$ cat config.mk
export PLATFORM = sky130hd
export DESIGN_NAME = rv32zhinx_issue_ctrl
export DESIGN_NICKNAME = d
export VERILOG_FILES = /design/src/rtl/fpu_types_pkg.sv /design/src/rtl/rv32zhinx_pkg.sv /design/src/rtl/rv32zhinx_issue_ctrl.sv
export SDC_FILE = /design/constraint.sdc
export NUM_CORES = 1
export LEC_CHECK = 0
export CORE_MARGIN = 2
export CORE_UTILIZATION = 31
export DETAILED_ROUTE_END_ITERATION = 16
export PLACE_DENSITY = 0.63
export RECOVER_POWER = 100
export SLEW_MARGIN = 30
export SYNTH_ARGS = -nofsm -noshare
export SYNTH_HDL_FRONTEND = slang
export SYNTH_SLANG_ARGS = --single-unit
$ cat constraint.sdc
create_clock -name CLK -period 1.7 [get_ports CLK]
set_clock_uncertainty 0.05 [all_clocks]
set_input_delay 0.51 -clock CLK [delete_from_list [all_inputs] [get_ports CLK]]
set_output_delay 0.51 -clock CLK [all_outputs]
set_load 0.01 [all_outputs]
$ cat src/rtl/fpu_types_pkg.sv
// Shared FP16 execution-unit types: the opcode set understood by the Zhinx datapath.
package fpu_types_pkg;

    typedef enum logic [3:0] {
        FPU_FADD     = 4'd0,
        FPU_FSUB     = 4'd1,
        FPU_FMUL     = 4'd2,
        FPU_FDIV     = 4'd3,
        FPU_FSQRT    = 4'd4,
        FPU_FMIN     = 4'd5,
        FPU_FMAX     = 4'd6,
        FPU_FSGNJ    = 4'd7,
        FPU_FSGNJN   = 4'd8,
        FPU_FSGNJX   = 4'd9,
        FPU_FCVT_H_W = 4'd10,
        FPU_FCVT_W_H = 4'd11,
        FPU_FCVT_WU_H = 4'd12,
        FPU_FEQ      = 4'd13,
        FPU_FLT      = 4'd14,
        FPU_FCLASS   = 4'd15
    } fpu_opcode_t;

endpackage

$ cat src/rtl/rv32zhinx_pkg.sv
// Issue-controller types, constants and result-formatting helpers for RV32 Zhinx.
package rv32zhinx_pkg;

    import fpu_types_pkg::*;

    localparam int unsigned XLEN                   = 32;
    localparam int unsigned FLEN                   = 16;
    localparam int unsigned RD_W                   = 5;
    localparam int unsigned DEFAULT_TIMEOUT_CYCLES = 64;
    localparam logic [XLEN-1:0] FP16_QNAN          = 32'h0000_7E00;

    typedef enum logic [1:0] {
        ST_IDLE  = 2'd0,
        ST_ISSUE = 2'd1,
        ST_WAIT  = 2'd2,
        ST_RESP  = 2'd3
    } issue_state_t;

    typedef struct packed {
        fpu_opcode_t     op;
        logic [XLEN-1:0] a;
        logic [XLEN-1:0] b;
        logic [RD_W-1:0] rd;
    } issue_req_t;

    // Ops that write an integer (not an FP16 bit pattern) into the destination register.
    function automatic logic is_int_result(fpu_opcode_t op);
        case (op)
            FPU_FCVT_W_H, FPU_FCVT_WU_H, FPU_FEQ, FPU_FLT, FPU_FCLASS: return 1'b1;
            default:                                                  return 1'b0;
        endcase
    endfunction

    // Zhinx keeps FP16 values sign-extended (NaN-boxing is not used in the X registers).
    function automatic logic [XLEN-1:0] format_result(fpu_opcode_t op, logic [XLEN-1:0] raw);
        if (is_int_result(op)) begin
            return raw;
        end
        return {{(XLEN-FLEN){raw[FLEN-1]}}, raw[FLEN-1:0]};
    endfunction

endpackage

$ cat src/rtl/rv32zhinx_issue_ctrl.sv
// Single-outstanding issue controller between the core and the FP16 execution unit,
// with a completion timeout that returns a canonical qNaN.
module rv32zhinx_issue_ctrl
    import fpu_types_pkg::*;
    import rv32zhinx_pkg::*;
#(
    parameter int unsigned TIMEOUT_CYCLES = DEFAULT_TIMEOUT_CYCLES
) (
    input  logic            CLK,
    input  logic            nRST,
    input  logic            req_valid,
    output logic            req_ready,
    input  fpu_opcode_t     req_op,
    input  logic [XLEN-1:0] req_a,
    input  logic [XLEN-1:0] req_b,
    input  logic [RD_W-1:0] req_rd,
    output logic            fpu_start,
    output fpu_opcode_t     fpu_operation,
    output logic [XLEN-1:0] fpu_a,
    output logic [XLEN-1:0] fpu_b,
    input  logic            fpu_done,
    input  logic [XLEN-1:0] fpu_out,
    output logic            rsp_valid,
    input  logic            rsp_ready,
    output logic [XLEN-1:0] rsp_data,
    output logic [RD_W-1:0] rsp_rd,
    output logic            rsp_timeout
);

    localparam int unsigned CNT_W = (TIMEOUT_CYCLES > 2) ? $clog2(TIMEOUT_CYCLES) : 1;
    localparam logic [CNT_W-1:0] CNT_LAST = CNT_W'(TIMEOUT_CYCLES - 1);

    issue_state_t    state_q, state_d;
    logic [CNT_W-1:0] cnt_q, cnt_d;
    issue_req_t      cap_q, cap_d;
    logic [XLEN-1:0] rsp_data_q, rsp_data_d;
    logic            rsp_timeout_q, rsp_timeout_d;
    logic            fpu_start_q, fpu_start_d;
    logic            req_ready_q, req_ready_d;
    logic            rsp_valid_q, rsp_valid_d;

    // State and registered outputs.
    always_ff @(posedge CLK or negedge nRST) begin
        if (!nRST) begin
            state_q       <= ST_IDLE;
            cnt_q         <= '0;
            cap_q         <= '0;
            rsp_data_q    <= '0;
            rsp_timeout_q <= 1'b0;
            fpu_start_q   <= 1'b0;
            req_ready_q   <= 1'b1;
            rsp_valid_q   <= 1'b0;
        end else begin
            state_q       <= state_d;
            cnt_q         <= cnt_d;
            cap_q         <= cap_d;
            rsp_data_q    <= rsp_data_d;
            rsp_timeout_q <= rsp_timeout_d;
            fpu_start_q   <= fpu_start_d;
            req_ready_q   <= req_ready_d;
            rsp_valid_q   <= rsp_valid_d;
        end
    end

    // Next state; done is honoured in ISSUE and WAIT only and wins over timeout.
    always_comb begin
        state_d       = state_q;
        cnt_d         = cnt_q;
        cap_d         = cap_q;
        rsp_data_d    = rsp_data_q;
        rsp_timeout_d = rsp_timeout_q;

        case (state_q)
            ST_IDLE: begin
                if (req_valid) begin
                    cap_d.op = req_op;
                    cap_d.a  = req_a;
                    cap_d.b  = req_b;
                    cap_d.rd = req_rd;
                    state_d  = ST_ISSUE;
                end
            end
            ST_ISSUE: begin
                cnt_d = '0;
                if (fpu_done) begin
                    rsp_data_d    = format_result(cap_q.op, fpu_out);
                    rsp_timeout_d = 1'b0;
                    state_d       = ST_RESP;
                end else begin
                    state_d = ST_WAIT;
                end
            end
            ST_WAIT: begin
                if (fpu_done) begin
                    rsp_data_d    = format_result(cap_q.op, fpu_out);
                    rsp_timeout_d = 1'b0;
                    state_d       = ST_RESP;
                end else if (cnt_q == CNT_LAST) begin
                    rsp_data_d    = FP16_QNAN;
                    rsp_timeout_d = 1'b1;
                    state_d       = ST_RESP;
                end else begin
                    cnt_d = cnt_q + CNT_W'(1);
                end
            end
            ST_RESP: begin
                if (rsp_ready) begin
                    state_d = ST_IDLE;
                end
            end
            default: state_d = ST_IDLE;
        endcase

        fpu_start_d = (state_d == ST_ISSUE);
        req_ready_d = (state_d == ST_IDLE);
        rsp_valid_d = (state_d == ST_RESP);
    end

    assign req_ready     = req_ready_q;
    assign fpu_start     = fpu_start_q;
    assign fpu_operation = cap_q.op;
    assign fpu_a         = cap_q.a;
    assign fpu_b         = cap_q.b;
    assign rsp_valid     = rsp_valid_q;
    assign rsp_data      = rsp_data_q;
    assign rsp_rd        = cap_q.rd;
    assign rsp_timeout   = rsp_timeout_q;

endmodule

# Yosys cells after proc, flatten, opt, wreduce, memory -nomap -nowiden
# Index checks and enable logic that the tools add are counted.
classes:
  n_addsub: 1
  mul: 0
  div: 0
  n_lt_le_gt_ge: 0
  eq_ne: 15
  shifts: 0
  n_mux: 31
  n_bitwise: 0
  n_reduce_logical: 7
ops:
  columns: ["operator", "n"]
  rows:
  - ["$mux 32", 7]
  - ["$pmux 32 s2", 1]
  - ["$eq 4x4->1 const B", 5]
  - ["$mux 1", 14]
  - ["$mux 6", 2]
  - ["$pmux 6 s2", 1]
  - ["$mux 2", 4]
  - ["$pmux 2 s4", 1]
  - ["$add 6x1->6 const B", 1]
  - ["$eq 2x2->1 const B", 3]
  - ["$eq 6x6->1 const B", 1]
  - ["$ne 2x2->1 const B", 3]
  - ["$reduce_and 3->1", 2]
  - ["$reduce_or 5->1", 1]
  - ["$eq 2x1->1 const B", 2]
  - ["$logic_not 2->1", 2]
  - ["$ne 3x3->1 const B", 1]
  - ["$pmux 1 s2", 1]
  - ["$reduce_and 2->1", 1]
  - ["$reduce_bool 2->1", 1]
word_totals:
  regBits: 117
  latchBits: 0
  mem_bits_rw: 0
  rom_bits: 0
  inputBits: 110
  output_inout_bits: 109
  word_cells: 65
  n_memories: 0

# Longest topological paths before layout
logic_depth:
  depth_word: 11
  ltp_mapped: 7
  depth_no_buf: 6

# Least setup slack after synthesis
# OpenSTA, ideal clock, no wires.
synth_path:
  path_type: "reg2reg"
  startpoint: "register state_q[0]"
  endpoint: "register rsp_data_q[12], in the netlist rsp_data[12]"
  setup_ns: 0.121
  arrival_time_ns: 1.461
  t_required_ns: 1.529
  slack_ns: 0.068
  stages_incl_launch_ff: 7
  period_less_slack_ns: 1.632
  path_cell_list: "dfrtp_1 inv_1 ha_1 nor2_1 o21ai_1 buf_2 o22a_1"
synth_between:
  elab_chain_len: 3
  elab_cells_between_ends: 7
  cone_classes: "eq/ne: 4; mux: 1; reduce/logical: 2"
synth_rtl:
  columns: ["item", "line_no", "source"]
  rows:
  - ["from (decl)", "rv32zhinx_issue_ctrl.sv:33", "issue_state_t state_q, state_d;"]
  - ["from (signal assigned)", "rv32zhinx_issue_ctrl.sv:54", "state_q <= state_d;"]
  - ["$eq 2x2->1 or $eq 2x1->1 (tied branches)", "rv32zhinx_issue_ctrl.sv:73", "case (state_q)"]
  - ["$ne 3x3->1 (no source line), or another cell as far along", null, null]
  - ["$reduce_and 3->1 (no source line)", null, null]
  - ["to (signal assigned)", "rv32zhinx_issue_ctrl.sv:57", "rsp_data_q <= rsp_data_d;"]
  - ["to (decl)", "rv32zhinx_issue_ctrl.sv:36", "logic [XLEN-1:0] rsp_data_q, rsp_data_d;"]
# Parallel ways exist; a longest one is shown, timed or not.
# A chain may end at the register's enable or synchronous reset.

# Worst setup path after layout
layout_path:
  startpoint: "register state_q[0]"
  endpoint: "register rsp_data_q[15], in the netlist rsp_data[15]"
# The elaborated chain is that of the path after synthesis.

==> results.toml <==
[setup_path]
critical_path_class = "reg -> reg"
rr_endpoint = "rsp_data[15]"
rr_worst_depth = 6
r2r_start = "state_q[0]"
max_stage_delay_ns = 0.45
worstPathCellList = "ha_4 > buf_6 > o31ai_4 > nand2_4 > buf_12 > a22o_1"
worst_path_max_delay_cell = "dfrtp_2"
worstPathRequired_ns = 1.94
rrSetupSlack_ns = -0.006
worstSetupStartpointType = "flip-flop"
endpoint_kind = "flip-flop"
crit_path_max_fanout = 6
crit_arrival_ns = 1.94

[routing]
drt-wirelength-per-cell_microns = 17.29
vias_per_cell = 4.783
ant_nets = 0
drc = 0
wl_microns = 13560
vias = 3750
firstDrtPassIters = 4
drt_iter0_markers = 177

[global_route]
grt.total_usage_pct = 16.61
grt_overflow = 0
grt_pass1_wl_microns = 20950
grt_pass1_vias = 3988
antenna_found_initial = 0
grt_max_degree = 38

[synthesis]
synth_compound_area_share_pct = 12.78
ys_seq_area_share_pct = 62.08
synthTopCellsByArea = "dfrtp_1 (62%), mux2_2 (17%), a32oi_1 (3.0%)"
syn_nets = 435
synth_top_family_by_area = "multiplexers"
netlist.top_cell.by_area = "dfrtp_1"
ys_top_cells_by_count = "dfrtp_1 (116), mux2_2 (73), a32oi_1 (16), o2bb2ai_1 (16), buf_2 (13)"
syn_area_sq_mm = 0.004718
ys_ff_latch = 117
yosysMostFrequentCell = "dfrtp_1"
synth_fa_ha_area_share_pct = 1.591
synth-simple-area-share_pct = 3.766
synthDominantCellAreaShare_pct = 61.52
synthFlopType = "dfrtp_1"
syn_avg_cell_area_sq_um = 14.79
yosys_warnings = 0
synth-edff-count = 0
synth_xor_area_share_pct = 0.1856
synth_cell_type_count = 42
muxShareOfSynthArea_pct = 17.42
synth_cells = 319
async_flop_share_pct = 100.0

[sta]
drv_slew = 0
max_slew_margin_pct = 53.67
finalWorstSetupSlack_ns = -0.006346
fin_crit_ns = 1.706
grt_setup_unrepaired = "true"
fmax_mhz = 586.0
period_share_pct = 100.4
hold_violations = 0
tightest_slew_ns = 0.6950
setup_viol = 2

[die]
fp.coreArea_sq_mm = 0.01503
pin_count = 219
die-area_sq_mm = 0.01622
initial_utilization_pct = 31.39
die-width_microns = 127.4
fp.dieH_microns = 127.4
row_count = 45

[final_layout]
fin_nets = 701
final_cells = 784
n_fill_cell = 1284
layout-drive-gt1-share_pct = 30.20
syn_to_final_growth_pct = 72.21
antennaDiodeCount = 0

[clock_tree]
h-tree-depth = 4
cts_root_buffer = "clkbuf_16"
cts_tree = "done"
cts_sinks = 117
clk_pin_slew_worst_paths_ns = 0.05
cts.path.max_buffers = 2
cts-buffers-inserted = 17
clk_latency_ns = 0.41

[placed_design]
place_congestion = 0.7644
dp_cells = 742
hpwl_microns = 9569
numPortBuffers = 218

[pwr]
vdd_drop_max_mv = 1.076
p_total_uw = 16080
power.density_mw_per_mm2 = 1979
p_leak_uw = 0.003629

[min_path]
holdPathStages = 1
min_from = "rsp_data[31]"
hold_class = "reg -> reg"
hold_path_end = "rsp_data[31]"

[flow_run]
max_cap_viol_count = 0

[outcome]
violations = "setup timing"
status = "finished, violations left"
## critical path, delay by kind of cell, from the launching register on
kind,cells,cell delay [ns]
buf+inv,2,0.28
fa+ha+maj,1,0.19
flops,1,0.45
compound gates,2,0.46
simple gates,1,0.15
## report_power, final
group | leakage [uW] | switching [uW] | total (uW) | internal [uW]
Combinational | 0.00195 | 3560 | 7750 | 4190
Sequential | 0.00140 | 689 | 4890 | 4200
Clock | 0.000280 | 1160 | 3450 | 2290
Total | 0.00363 | 5410 | 16100 | 10700
## stage by stage
stage / hold slack [ns] / instance area (sq um) / setup TNS [ns] / worst slack (ns) / util, %
after floorplan: 0.1644 / 4718 / 0 / 0.06777 / -
after global placement: 0.4083 / 7382 / -23.84 / -0.3770 / 49.11
after detailed placement: 0.4136 / 7382 / -25.94 / -0.4539 / 49.11
after CTS: 0.4335 / 8008 / -0.1514 / -0.02874 / 53.27
after global routing: 0.4458 / 8125 / -3.380 / -0.07594 / 54.05
final: 0.4259 / 8125 / -0.009488 / -0.006346 / 54.05
## cells in the final DEF, fill, tap and decap left out, types with 2 or more instances in the layout
| cell | n |
|---|---|
| buf_6 | 7 |
| clkbuf_1 | 6 |
| clkinv_2 | 2 |
| buf_4 | 28 |
| and3_1 | 3 |
| o2bb2ai_2 | 7 |
| dlygate4sd2_1 | 105 |
| clkbuf_8 | 4 |
| buf_12 | 3 |
| buf_2 | 2 |
| o21ai_2 | 2 |
| ha_1 | 2 |
| a311oi_1 | 2 |
| bufinv_16 | 2 |
| and2_2 | 2 |
| a22o_1 | 11 |
| mux2_2 | 73 |
| o22a_1 | 6 |
| a32oi_1 | 16 |
| nor2b_1 | 4 |
| clkdlybuf4s50_1 | 108 |
| clkbuf_4 | 2 |
| o2bb2ai_1 | 6 |
| clkbuf_16 | 18 |
| nand2_1 | 5 |
| nand3_1 | 2 |
| clkbuf_2 | 2 |
| and2_1 | 2 |
| o2bb2ai_4 | 3 |
| clkdlybuf4s15_1 | 3 |
| dfrtp_1 | 115 |
| nand2_4 | 3 |
| a21oi_1 | 3 |
| ha_2 | 3 |
| o21ai_0 | 2 |
## logic make-up after synthesis
group                    count (synthesis)
adder cells (fa/ha/maj)                  6
AO/OA/AOI/OAI                           71
buffers and inverters                   21
flip-flops                             117
XOR/XNOR                                 1
AND/OR/NAND/NOR                         30
multiplexers                            73
## area by class of cell
type,instances,area (sq um),share of cell area (%)
repair buffers,265,2496,30.72
multi-input cells,182,1887,23.22
flip-flops and latches,117,2930,36.06
inverters,2,7.507,0.09239
clock buffers,26,499.2,6.144
clock inverters,4,70.07,0.8623
well taps,188,235.2,2.895
## per-layer routing
layer	share of wire (%)	vias up	track usage, %	routed length [microns]
li1	-	1739	-	-
met1	42	1842	20.24	5661
met2	49	142	26.93	6691
met3	6.6	27	6.156	899
met4	2.2	0	6.335	304
met5	0	-	0	0
## sequential cells by signal, summed over array words and instances (netlist names)
signal and flops:
fpu_b 32, cnt_q 6, rsp_rd 5, fpu_operation 4, fpu_start 1, rsp_timeout 1, req_ready 1, state_q 2
rsp_data 32, rsp_valid 1, fpu_a 32
## worst max-delay path by stage
stage / from / endpoint / slack, ns / cells after the start
after floorplan: state_q[0] / rsp_data[12] / 0.07 / 6
after global placement: rsp_ready / rsp_valid / -0.38 / 5
after detailed placement: fpu_done / rsp_data[5] / -0.45 / 4
after CTS: cnt_q[0] / rsp_data[31] / -0.03 / 8
after global routing: state_q[0] / rsp_data[15] / -0.08 / 6
final: state_q[0] / rsp_data[15] / -0.006 / 6
## repair_timing
item,4_1_cts,5_1_grt
endpoints found under the hold margin,22,0
resized for setup,129,31
pin swaps,5,7
setup endpoints to repair,189,91
gates cloned,2,2
setup buffers,7,1
hold buffers,1,0
Power figures use the tool's default switching activity.
